--- src/rtl/bin2bcd8.sv ---
// bin2bcd8: 8-bit unsigned binary to three-digit BCD converter.
// Combinational double dabble (shift-add-3) core feeding a one-cycle
// output register. Digits reset to 0/0/0, which is a legal BCD value.

module bin2bcd8 (
    input  logic       clk,
    input  logic       rst_n,
    input  logic       in_valid,
    input  logic [7:0] bin,
    output logic       out_valid,
    output logic [3:0] centaines,
    output logic [3:0] dizaines,
    output logic [3:0] unites
);

    // Packed BCD result of the combinational core: {hundreds, tens, units}.
    logic [11:0] bcd_next;

    // Double dabble over 8 shift steps: correct each nibble that would
    // overflow a decimal digit after doubling, then shift the next bin bit in.
    always_comb begin
        logic [11:0] scratch;
        logic [7:0]  bits;
        scratch = '0;
        bits    = bin;
        for (int step = 0; step < 8; step++) begin
            for (int nib = 0; nib < 3; nib++) begin
                if (scratch[nib*4 +: 4] >= 4'd5) begin
                    scratch[nib*4 +: 4] = scratch[nib*4 +: 4] + 4'd3;
                end
            end
            scratch = {scratch[10:0], bits[7]};
            bits    = {bits[6:0], 1'b0};
        end
        bcd_next = scratch;
    end

    // Output register: capture on in_valid, otherwise hold digits and
    // drop out_valid. Reset takes priority and discards any capture.
    always_ff @(posedge clk) begin
        if (!rst_n) begin
            out_valid <= 1'b0;
            centaines <= 4'd0;
            dizaines  <= 4'd0;
            unites    <= 4'd0;
        end else if (in_valid) begin
            out_valid <= 1'b1;
            centaines <= bcd_next[11:8];
            dizaines  <= bcd_next[7:4];
            unites    <= bcd_next[3:0];
        end else begin
            out_valid <= 1'b0;
        end
    end

endmodule

--- config.mk ---
export PLATFORM = sky130hd
export DESIGN_NAME = bin2bcd8
export DESIGN_NICKNAME = d
export VERILOG_FILES = /design/src/rtl/bin2bcd8.sv
export SDC_FILE = /design/constraint.sdc
export NUM_CORES = 1
export LEC_CHECK = 0
export CORE_ASPECT_RATIO = 1.25
export CORE_MARGIN = 2
export CORE_UTILIZATION = 25
export CTS_CLUSTER_SIZE = 28
export DETAILED_ROUTE_END_ITERATION = 7
export PLACE_DENSITY_LB_ADDON = 0.1
export SLEW_MARGIN = 20
export SYNTH_ARGS = -nofsm -noshare
export SYNTH_HDL_FRONTEND = slang
export SYNTH_SLANG_ARGS = --single-unit
--- constraint.sdc ---
create_clock -name clk -period 11.3 [get_ports clk]
set_input_delay 2.26 -clock clk [delete_from_list [all_inputs] [get_ports clk]]
set_output_delay 2.26 -clock clk [all_outputs]
set_load 0.01 [all_outputs]
; ---- After elaboration in Yosys (flattened, before gate mapping)
; Cells that the tools add are included.
[totals]
out_inout_bits = 13
reg_bits = 11
input_bits = 11
wordCells = 26
[op_classes]
muxes = 8
add_sub_neg = 7
magnitude_cmp = 7
[ops]
columns = cell, count
row1 = 4-bit 2-to-1 mux, 7
row2 = 4-bit by 2-bit adder with 4-bit output (second input constant), 5
row3 = 4-bit by 3-bit greater-or-equal comparator with 1-bit output (second input constant), 5
row4 = 3-bit by 2-bit adder with 4-bit output (second input constant), 2
row5 = 3-bit greater-or-equal comparator (second input constant), 2
row6 = 1-bit 2-to-1 mux, 1

; ---- Longest topological paths before layout
[logic_depth]
ltp_word = 10
mapped_depth = 19
mapped_depth_nobuf = 19

; ---- Worst setup path before layout
; No wires, ideal clock.
[synth_timing]
kind = input to register
startpoint = input bin[6]
endpoint = register dizaines[2]
cell_stages = 18
n_path_buf = 0
arrival_ps = 5505
t_required_ps = 11219
setup_time_ps = 81
path_slack_ps = 5714
cell_sequence = inv_1 > ha_1 > o21ai_1 > xnor2_1 > ha_1 > nand2b_1 > a32oi_2 > xnor2_1 > ha_1 > nor2b_1 > nand2b_1 > mux2_4 > clkinv_1 > ha_1 > and4_1 > nor4_1 > a41oi_1 > a41oi_1
[synth_via]
elab_chain_cells = 10
elab_cells_between_ends = 18
cone_classes = add/sub: 6 / order compare: 6 / mux: 6
[synth_rtl]
columns = element, line_no
row1 = from (decl), 9  ; input logic [7:0] bin,
row2 = 3-bit by 2-bit adder with 4-bit output / 3-bit greater-or-equal comparator (equally long branches), "29, 28"
row3 = 4-bit 2-to-1 mux (*), 28  ; if (scratch[nib*4 +: 4] >= 4'd5) begin
row4 = 4-bit by 2-bit adder with 4-bit output / 4-bit by 3-bit greater-or-equal comparator with 1-bit output (equally long branches), "29, 28"
row5 = 4-bit 2-to-1 mux, 28
row6 = 4-bit by 3-bit greater-or-equal comparator with 1-bit output / 4-bit by 2-bit adder with 4-bit output (equally long branches), "28, 29"
row7 = 4-bit 2-to-1 mux, 28
row8 = 4-bit by 2-bit adder with 4-bit output (tied with other cells), 29  ; scratch[nib*4 +: 4] = scratch[nib*4 +: 4] + 4'd3;
row9 = 4-bit 2-to-1 mux, 28
row10 = 4-bit by 2-bit adder with 4-bit output / 4-bit by 3-bit greater-or-equal comparator with 1-bit output (equally long branches), "29, 28"
row11 = 4-bit 2-to-1 mux (*), 28
row12 = to (signal assigned), 49  ; dizaines <= bcd_next[7:4];
row13 = to (decl), 12  ; output logic [3:0] dizaines,
; Every way passes the cells marked *; elsewhere a longest branch is shown, timed or not.
; A chain may end at the register's enable or synchronous reset.

; ---- Worst setup path in the final report
; Ends and elaborated chain as after synthesis.

==> metrics.cfg <==
[outcome]
status=finished, final reports clean

[synthesis]
synthFlopType=dfxtp_1
synthCells=144
async_flop_share_pct=0
yosys_warnings=0
synth_cell_types=48
synth.yosys.seq_area_share_pct=19.0
netlist_area_sq_um=1160
syn_area_per_cell_sq_um=8.06
synth_edf_count=0
synth_seq_cells=11

[cells_and_area]
drive_gt1_share_pct=7.32
nets=183
nFillCells=489
area_growth_pct=25.0
stdcell_count=222
diodes=0

[clock_network]
clock_path_buffers=2
cts_inserted_buffers=3
root_buffer=clkbuf_8
htreeDepth=1
cts_sinks=11
path_clk_slew_ns=0.05
clkLatencyLatePin_ns=0.24
ctsResizeCount=0
holdBufCountCts=0
cts_tree=yes
post-cts-setup-buffer-count=0

[critical_path]
endpoint_kind=register
cp_max_fo=7
r2r-end=dizaines[3]$_SDFFE_PN0P_
slowest_stage=clkdlybuf4s50_1
worst_ep_arrival_time_ns=6.60
cp.buffers_inverters=3
path_class=input port to register
r2r_start=dizaines[3]$_SDFFE_PN0P_
cp_common_cell=ha_1
worst_path_largest_cell_delay_ns=0.58
rrSetupSlack_ns=10.59
cp_cell_sequence=clkdlybuf4s50_1 -> inv_1 -> ha_1 -> o21ai_1 -> xnor2_1 -> ha_1 -> nand2b_1 -> a32oi_2 -> xnor2_1 -> ha_1 -> nor2b_1 -> nand2b_1 -> mux2_4 -> clkinv_1 -> ha_1 -> nand2_1 -> a21oi_1 -> nor4_1 -> a41oi_1 -> a41oi_1
reg2reg_depth=2
cp.required_ns=11.47
startpoint_type=input port
path_delay_family=adder cells

[worst_hold_path]
min_to=dizaines[1]$_SDFFE_PN0P_
holdPathStages=2
holdCritPathClass=register to register
min-delay-start=dizaines[1]$_SDFFE_PN0P_

[drt]
wire_per_inst_um=11.9
drt_iter0_markers=20
dr.pass1.iters=4
drc=0
wirelength_um=2650
via_per_inst=4.94
dr_total_vias=1096
ant_nets=0

[die]
die_y_um=80.2
core-area_sq_um=4430
die_area_sq_um=5210
start_util_pct=26.2
io_pins=24
rows=27
die_w_um=65.0

[sta]
fin_skew_ns=0
final-hold-violation-count=0
fin_ws_ns=4.86
finalCritPeriodShare_pct=57.0
setup_viol=0
worst_pin_slew_ns=0.867
slew_violations=0
maxSlewHeadroom_pct=41.5
fmax_mhz=155
fin_tns_setup_ns=0
rsz0062_at_grt=false
hold_ws_ns=0.458
fin_crit_ns=6.44

[pwr]
vdd_drop_max_v=0.0000289
power_mw=0.188
p_leak_nw=0.575
power_density_nw_per_um2=130

[placement]
io_buffers=21
place.gp.congestion=0.767
placedCellCount=218
pre_cts_slack_ns=4.56
place_hpwl_um=2150

[run]
maxCapViolations=0

[global_route]
grt_pass1_wl_um=4370
antenna_found_initial=0
grt_start_max_net_pins=14
grt_pass1_vias=1039
grt_remaining_overflow=0
grtUsageTotal_pct=10.6

==> where the power goes <==
group	internal (mW)	switching, mW
logic	0.0476	0.0549
clock network	0.0248	0.0147
registers	0.0439	0.00230
total	0.116	0.0719
==> state kept, by name, indices dropped and copies added (netlist names) <==
register / flops
dizaines: 4
unites: 4
out_valid: 1
centaines: 2
==> cells in the mapped netlist (4+ instances only) <==
cell / instances / area (sq um)
inv_1: 10 / 37.5
nor2_1: 5 / 18.8
nand2_1: 12 / 45.0
xnor2_1: 5 / 43.8
nand3_1: 4 / 20.0
ha_1: 7 / 87.6
dfxtp_1: 11 / 220
nor2b_1: 8 / 50.1
mux2i_1: 5 / 50.1
o21ai_0: 11 / 55.1
a21oi_1: 10 / 50.1
==> through the flow <==
step,util (%),area (sq um)
3_3_place_gp,31.8,1410
4_1_cts,32.8,1450
3_5_place_dp,31.8,1410
5_1_grt,32.8,1450
6_report,32.8,1450
2_1_floorplan,-,1160
==> how the worst max path moves through the flow <==
stage	startpoint	to	depth (start not counted)	slack, ns
3_3_place_gp	bin[6]	centaines[0]$_SDFFE_PN0P_	17	4.66
5_1_grt	bin[6]	centaines[0]$_SDFFE_PN0P_	17	4.32
2_1_floorplan	bin[6]	dizaines[2]$_SDFFE_PN0P_	18	5.71
6_report	bin[6]	dizaines[2]$_SDFFE_PN0P_	20	4.86
3_5_place_dp	bin[6]	centaines[0]$_SDFFE_PN0P_	17	4.56
4_1_cts	bin[6]	dizaines[2]$_SDFFE_PN0P_	20	4.84
==> metal layers <==
metal / routed length [um] / vias up / track usage [%]
met3: 105 / 11 / 0.980
met1: 1130 / 489 / 11.3
met2: 1330 / 32 / 19.6
li1: - / 564 / -
met4: 78 / 0 / 7.02
met5: 0 / - / 0
==> layout make-up <==
cell class	instances	area [sq um]	area share, %
Inverter	11	41.3	2.84
Sequential cell	11	220	15.2
Clock buffer	4	45.0	3.10
Tap cell	58	72.6	5.00
Timing Repair Buffer	21	210	14.5
Multi-Input combinational cell	117	862	59.4
==> logic make-up after synthesis <==
kind of cell,after synthesis,share of synthesized area (%)
adder cells (fa/ha/maj),8,8.40
flip-flops,11,19.0
buffers and inverters,17,7.11
other,1,0.323
multiplexers,11,12.2
AO/OA/AOI/OAI,49,29.8
XOR/XNOR,5,3.77
AND/OR/NAND/NOR,42,19.4
==> cells in the final DEF (no fill, tap or decap), types with 2 or more instances in the layout <==
master / count
clkdlybuf4s50_1: 21
nand2_1: 12
o21ai_0: 11
dfxtp_1: 11
inv_1: 10
a21oi_1: 10
nor2b_1: 8
ha_1: 7
xnor2_1: 5
nor2_1: 5
mux2i_1: 5
nand3_1: 4
nand2b_1: 3
a21o_1: 3
nand3b_1: 3
a211oi_1: 3
clkbuf_8: 3
and2_1: 2
o311ai_0: 2
o21ai_1: 2
mux2_4: 2
mux2i_2: 2
a31oi_1: 2
o211ai_1: 2
a41oi_1: 2
conb_1: 2
==> worst min-delay path: stages, from the launching register on <==
cell and delay [ns]:
dfxtp_1 0.33, nand2_1 0.05, o21ai_0 0.05
(Power assumes the default switching activity.)
